File: src/rtl/mem_access_stage.sv
// MEM stage of the 5-stage MIPS pipeline: pass-through of the EXE->MEM fields plus a
// multi-cycle load/store to an internal word-addressed data memory. Upstream is frozen
// while an access is in flight.
// Optional feature: define MEM_ALIGN_CHECK_EN to suppress misaligned accesses and pulse
// misaligned in the DONE cycle.
module mem_access_stage #(
    parameter int unsigned DATA_W    = 32,
    parameter int unsigned DEPTH     = 64,
    parameter int unsigned BASE_ADDR = 1024,
    parameter int unsigned LATENCY   = 3
) (
    input  logic              clk,
    input  logic              rst,
    input  logic              mem_r_en,
    input  logic              mem_w_en,
    input  logic              wb_en_in,
    input  logic [4:0]        dest_in,
    input  logic [DATA_W-1:0] alu_res,
    input  logic [DATA_W-1:0] st_val,
    output logic              wb_en_out,
    output logic              mem_r_en_out,
    output logic [4:0]        dest_out,
    output logic [DATA_W-1:0] alu_res_out,
    output logic [DATA_W-1:0] mem_read_val,
    output logic              freeze,
    output logic              misaligned
);

    localparam int unsigned AW = (DEPTH > 1) ? $clog2(DEPTH) : 1;

    typedef enum logic [1:0] {StIdle, StWait, StDone} state_e;

    state_e            state_q, state_d;
    logic [3:0]        cnt_q, cnt_d;
    logic [DATA_W-1:0] rdata_q, rdata_d;
    logic [DATA_W-1:0] mem [DEPTH];

    logic [DATA_W-1:0] offset;
    logic [DATA_W-1:0] word_idx;
    logic              in_range;
    logic              aligned;
    logic              access_ok;
    logic              req;
    logic              do_access;
    logic              we;
    logic              rd_hit;
    logic              freeze_c;

    // Pass-through to the MEM->WB register, independent of the FSM.
    always_comb begin
        wb_en_out    = wb_en_in;
        mem_r_en_out = mem_r_en;
        dest_out     = dest_in;
        alu_res_out  = alu_res;
    end

    // Address decode: byte address relative to BASE_ADDR, truncated to a word index.
    always_comb begin
        offset    = alu_res - DATA_W'(BASE_ADDR);
        word_idx  = offset >> 2;
        in_range  = (alu_res >= DATA_W'(BASE_ADDR)) && (word_idx < DATA_W'(DEPTH));
`ifdef MEM_ALIGN_CHECK_EN
        aligned   = (alu_res[1:0] == 2'b00);
`else
        aligned   = 1'b1;
`endif
        access_ok = in_range && aligned;
        req       = mem_r_en | mem_w_en;
        do_access = (state_q == StWait) && (cnt_q == 4'd0);
        // Store wins when both enables are set, so the load path sees nothing.
        we        = do_access && mem_w_en && access_ok;
        rd_hit    = mem_r_en && !mem_w_en && access_ok;
    end

    // Next-state, wait counter and read capture.
    always_comb begin
        state_d  = state_q;
        cnt_d    = cnt_q;
        rdata_d  = rdata_q;
        freeze_c = 1'b0;
        unique case (state_q)
            StIdle: begin
                if (req) begin
                    freeze_c = 1'b1;
                    cnt_d    = 4'(LATENCY - 1);
                    state_d  = StWait;
                end
            end
            StWait: begin
                freeze_c = 1'b1;
                if (cnt_q != 4'd0) begin
                    cnt_d = cnt_q - 4'd1;
                end else begin
                    rdata_d = rd_hit ? mem[word_idx[AW-1:0]] : '0;
                    state_d = StDone;
                end
            end
            StDone: begin
                state_d = StIdle;
            end
            default: begin
                state_d = StIdle;
            end
        endcase
    end

    // FSM state, counter and captured read data; reset abandons any access.
    always_ff @(posedge clk or posedge rst) begin
        if (rst) begin
            state_q <= StIdle;
            cnt_q   <= 4'd0;
            rdata_q <= '0;
        end else begin
            state_q <= state_d;
            cnt_q   <= cnt_d;
            rdata_q <= rdata_d;
        end
    end

    // Data array; not cleared by reset, written only on the WAIT->DONE edge.
    always_ff @(posedge clk) begin
        if (we) begin
            mem[word_idx[AW-1:0]] <= st_val;
        end
    end

    // Outputs; reset forces freeze low even while upstream still presents a request.
    always_comb begin
        freeze       = freeze_c & ~rst;
        mem_read_val = (state_q == StDone) ? rdata_q : '0;
    end

`ifdef MEM_ALIGN_CHECK_EN
    logic mis_q, mis_d;

    // Remember whether the access just performed was misaligned.
    always_comb begin
        mis_d = do_access ? (alu_res[1:0] != 2'b00) : mis_q;
    end

    // Misalignment flag register.
    always_ff @(posedge clk or posedge rst) begin
        if (rst) begin
            mis_q <= 1'b0;
        end else begin
            mis_q <= mis_d;
        end
    end

    // Pulse only during DONE.
    always_comb begin
        misaligned = (state_q == StDone) && mis_q;
    end
`else
    // Alignment checking disabled.
    always_comb begin
        misaligned = 1'b0;
    end
`endif

endmodule
File: config.mk
export PLATFORM = sky130hd
export DESIGN_NAME = mem_access_stage
export DESIGN_NICKNAME = d
export VERILOG_FILES = /design/src/rtl/mem_access_stage.sv
export SDC_FILE = /design/constraint.sdc
export NUM_CORES = 2
export LEC_CHECK = 0
export BUFFER_PORTS_ARGS = -buffer_cell sky130_fd_sc_hd__buf_2
export CAP_MARGIN = 20
export CORE_AREA = 2 2 523 525
export CTS_BUF_LIST = sky130_fd_sc_hd__clkbuf_8
export CTS_CLUSTER_DIAMETER = 150
export DETAILED_ROUTE_END_ITERATION = 12
export DIE_AREA = 0 0 525 527
export PLACE_DENSITY = 0.4
export SKIP_LAST_GASP = 1
export SLEW_MARGIN = 20
export SYNTH_ARGS = -nofsm -noshare
export SYNTH_HDL_FRONTEND = slang
export SYNTH_SLANG_ARGS = --single-unit
File: constraint.sdc
create_clock -name clk -period 9.95 [get_ports clk]
set_clock_uncertainty 0.15 [all_clocks]
set_input_delay 1.99 -clock clk [delete_from_list [all_inputs] [get_ports clk]]
set_output_delay 1.99 -clock clk [all_outputs]
set_load 0.02 [all_outputs]
* Word-level counts from Yosys, hierarchy flattened
Memory sizes are Yosys's and may differ from the RTL's. Cells that the tools add are included.
Storage, ports and cells: memories 1, word-level logic and storage cells 43, memory bits (writable) 2048, register bits 38, input bits 74, output and inout port bits 73
Memories:
- mem | words 64, bits a word 32, rd ports 1, clocked after memory_dff 0, write ports 1, line 36 | logic [DATA_W-1:0] mem [DEPTH];
Cells by class: reduce and logical (&&, ||, !) cells 14, muxes and demuxes 12, add/sub/neg operators 2, bitwise operators 4, magnitude comparators 2, equality and inequality tests 5
Operator list (number):
- $mux 32 | 2
- $ge 32x11->1 const B | 1
- $sub 32x11->32 const B | 1
- $lt 30x7->1 const B | 1
- $mux 4 | 2
- $pmux 4 s2 | 1
- $logic_and 1x1->1 | 6
- $logic_not 4->1 | 1
- $mux 2 | 2
- $ne 2x2->1 const B | 2
- $pmux 2 s2 | 1
- $reduce_and 2->1 | 2
- $reduce_bool 4->1 | 1
- $sub 4x1->4 const B | 1
- $mux 1 | 3
- $reduce_and 3->1 | 1
- $eq 2x1->1 const B | 1
- $eq 2x2->1 const B | 1
- $logic_not 2->1 | 1
- $ne 2x1->1 const B | 1
- $not 1->1 | 2
- $pmux 1 s2 | 1
- $reduce_bool 2->1 | 1
- $and 1x1->1 | 1
- 2 further kinds | 2

* Depth between registers and ports, before layout
depth after elaboration 6, depth in mapped cells 11, depth with buffers taken out 8

* Worst setup path after synthesis
No wires, ideal clock.
path kind input-to-reg, start point in alu_res[12], end point mem mem[36][0] (enable), required time 9.379 ns, arrival time 4.834 ns, slack 4.544 ns, path buffers 0, setup time 0.421 ns, stages on the path 6, cell sequence nor4_2 -> nand4b_1 -> o31a_1 -> nor3_2 -> nand3_1 -> nor2_1
Between the ends: word-level cells in the longest chain between the ends 6, elaborated cells on any way between the ends 7, classes of those cells add/sub (1); order compare (2); mux (2); reduce/logical (2)
Ends and longest elaborated chain:
- start, declared | line 18 | input logic [DATA_W-1:0] alu_res,
- $sub 32x11->32 | line 59 | offset = alu_res - DATA_W'(BASE_ADDR);
- $lt 30x7->1 | line 61 | in_range = (alu_res >= DATA_W'(BASE_ADDR)) && (word_idx < DATA_W'(DEPTH));
- $logic_and 1x1->1 * | line 61
- $logic_and 1x1->1 * | line 71 | we = do_access && mem_w_en && access_ok;
- $mux 1 * | line 122 | if (we) begin
- $mux 1 (not written as such) * | line 123 | mem[word_idx[AW-1:0]] <= st_val;
- end, declared | line 36
Mark *: on every way between the ends. The rest lies on a longest branch, timed or not.

* Worst setup path in the final report
start point in alu_res[12], end point mem mem[12][20] (enable)
The elaborated chain is that of the path after synthesis.

==> impl_metrics.py <==
metrics = {
    "setup_path": {
        "worst-endpoint-required_ns": 10.47,
        "timing.critical_path.fanout_max": 20,
        "r2r-start": "cnt_q[0]",
        "crit-reg2reg-capture": "mem[12][20]",
        "critical_path.endpoint": "mem[12][20]",
        "start_to_end_type_of_the_worst_setup_path": "in2reg",
        "critical_path.startpoint_type": "input pin",
        "type_of_element_capturing_the_critical_path": "flip-flop",
        "r2r_slack_ns": 4.83,
        "number_of_cell_instances_on_the_worst_register_to_register_path": 11,
        "worst_path_arrival_time_ns": 5.73,
        "crit_path_start": "alu_res[12]",
    },
    "synthesis": {
        "yosys.area.top_type_share": 0.759,
        "synth_area_sq_um": 81000,
        "postSynth.topFlopCell": "edfxtp_1",
        "synth_cells": 4384,
        "syn_avg_cell_area_sq_um": 18.5,
        "unique_cell_type_count_in_the_yosys_netlist": 82,
        "synth.yosys.seq_area_share": 0.771,
        "ys_seq_elements": 2086,
        "yosys_warnings": 0,
        "synth_top_cell_by_area": "edfxtp_1",
        "postSynth.asyncResetShare": 0.0182,
        "synth.net_count": 4460,
        "synth.area.top_cells": "edfxtp_1 76%, mux4_2 5.4%, mux2_2 2.1%",
        "synth-edff-count": 2048,
    },
    "layout": {
        "synthToLayoutAreaGrowth_pct": 15.9,
        "final_nets": 4872,
        "finalNonFillerCells": 8673,
        "final_common_cell": "edfxtp_1",
        "most-common-layout-cells": "2048 x edfxtp_1, 403 x clkbuf_8, 211 x o22ai_1",
        "layout.area.seq_sq_um": 62400,
        "finish.instance_area_sq_um": 93900,
        "total_area_of_multi_input_combinational_cells_sq_um": 17300,
        "num-fill-cells": 25700,
        "post_route_cells_drive_above_1_share": 0.248,
    },
    "cts": {
        "cts_root_buf": "clkbuf_8",
        "worst_skew_pair.late_latency_ns": 1.09,
        "cts_inserted_buffers": 382,
        "tritoncts_clock_tree": "built",
        "path_clk_slew_ns": 0.06,
        "cts.path.max_buffers": 4,
        "cts.htree.levels": 5,
        "postCtsResizedCells": 0,
        "cts.repair_timing.setup_buffer_count": 0,
        "ctsHoldBuffers": 0,
        "cts.sink_count": 2086,
    },
    "floorplan": {
        "dieHeight_um": 527,
        "core_region_area_sq_um": 272000,
        "start_util": 0.298,
        "die_width_um": 525,
        "floorplan.io_pins": 147,
        "num_rows": 192,
        "die_area_sq_um": 277000,
    },
    "grt": {
        "grt_start_max_net_pins": 88,
        "grt_first_pass_wirelength_um": 433000,
        "gr-usage-met2": 0.357,
        "grt.busiest_layer": "met2",
        "overflow": 0,
        "met1_use_gr": 0.319,
        "grt_usage": 0.231,
        "global_route.usage.met3": 0.0469,
        "number_of_global_route_vias_before_repair": 46000,
        "grt_antenna_before_repair": 39,
    },
    "outcome": {
        "status": "finished, final reports clean",
    },
    "sta": {
        "timing.slew.headroom": 0.158,
        "setup_repair_after_global_routing_missed_its_margin": "no",
        "maxSlewViolCount": 0,
        "actual_transition_at_the_worst_max_transition_pin_ns": 1.23,
        "highest_achievable_clock_rate_mhz": 192,
        "fin_crit_ns": 5.21,
        "hold_viol_final": 0,
        "layout_worst_path_cycle_share": 0.523,
        "worst_hold_slack_ns": 0.392,
        "final_number_of_setup_violating_endpoints": 0,
        "final.setup.tns_ns": 0,
    },
    "drt": {
        "route.vias.total": 47300,
        "route.antenna.remaining_nets": 0,
        "drt_pre_antenna_iters": 8,
        "remaining_drc_errors": 0,
        "routed_via_density": 5.45,
        "post_drt_wl_per_cell_um": 37.5,
        "drt-initial-drc-count": 6325,
        "drt-total-wl_um": 325000,
    },
    "job": {
        "drv_cap": 0,
    },
    "placement": {
        "detailed_place_hpwl_um": 197000,
        "placed_cells_incl_taps": 8001,
        "buffer_ports.inserted": 129,
        "gp_congestion": 0.885,
        "dpl_cell_area_sq_um": 87300,
    },
    "power_and_ir_drop": {
        "powerDensity_nw_per_um2": 196,
        "power.ir.vdd_worst_uv": 130,
        "power_leakage_nw": 30.1,
    },
    "hold_path": {
        "hold_path_class": "reg2reg",
        "worstHoldPathCells": 1,
    },
}
Yosys cell counts, types with 26 or more instances:
library cell / instances
a22oi_1: 49
o21ai_0: 98
mux2i_1: 171
o31ai_1: 28
nand3_1: 26
nor3_1: 27
o221ai_1: 135
buf_2: 109
nor2_1: 228
mux2_2: 153
nor2b_1: 32
buf_4: 89
a221oi_1: 31
mux4_2: 196
a21oi_1: 106
and2_1: 40
nand2_1: 130
o22ai_1: 212
dfrtp_1: 38
edfxtp_1: 2048
a211oi_1: 43
clkbuf_1: 87
registers in the layout, indices dropped and copies added (netlist names):
signal   flops
cnt_q        4
state_q      2
mem       2048
rdata_q     32
area by class of cell:
type,count,share of cell area
Inverter,21,0.000999
Clock inverter,252,0.0112
Sequential cell,2086,0.665
Multi-Input combinational cell,1949,0.184
Clock buffer,403,0.0591
Tap cell,3589,0.0478
Timing Repair Buffer,356,0.0314
Antenna cell,17,0.000453
cell families after synthesis:
group,count (synthesis),synth area share
adders and majority gates,2,0.000309
other,1,0.0000463
DFF,2086,0.771
xor gates and xnor gates,3,0.000324
buffers and inverters,349,0.0238
muxes,520,0.0969
AOI/OAI and AO/OA,865,0.0757
and+or+nand+nor,558,0.0320
worst min-delay path by stage:
stage                 from          end
2_1_floorplan  rdata_q[12]  rdata_q[12]
3_3_place_gp   rdata_q[21]  rdata_q[21]
3_5_place_dp   rdata_q[21]  rdata_q[21]
4_1_cts        rdata_q[21]  rdata_q[21]
5_1_grt        rdata_q[10]  rdata_q[10]
6_report       rdata_q[21]  rdata_q[21]
report_power, final:
| group | leakage (nW) | switching [W] | internal, W |
|---|---|---|---|
| Combinational | 7.28 | 0.000956 | 0.000313 |
| Clock | 3.90 | 0.00360 | 0.00375 |
| Sequential | 18.9 | 0.0000729 | 0.00969 |
critical path: stages:
cell and delay, ns:
buf_2 0.11, or4_1 0.56, nor3_1 0.22, mux2i_1 0.14, a211oi_2 0.30, buf_4 0.39, nand3_1 0.69, nor2_4 0.79
buf_4 0.46
metal layers:
| metal | up-vias | wire, um |
|---|---|---|
| met3 | 495 | 26700 |
| li1 | 18900 | - |
| met1 | 25500 | 138000 |
| met5 | - | 14 |
| met2 | 2435 | 148000 |
| met4 | 2 | 12200 |
per-stage QoR:
stage	power, W	utilization	setup slack [ns]
6_report	0.0184	0.346	4.74
3_5_place_dp	0.0112	0.321	3.76
4_1_cts	0.0185	0.345	4.73
5_1_grt	0.0189	0.345	4.62
2_1_floorplan	0.0104	-	4.54
3_3_place_gp	0.0112	0.318	2.91
Note: power is estimated with default switching activity, not from simulation.
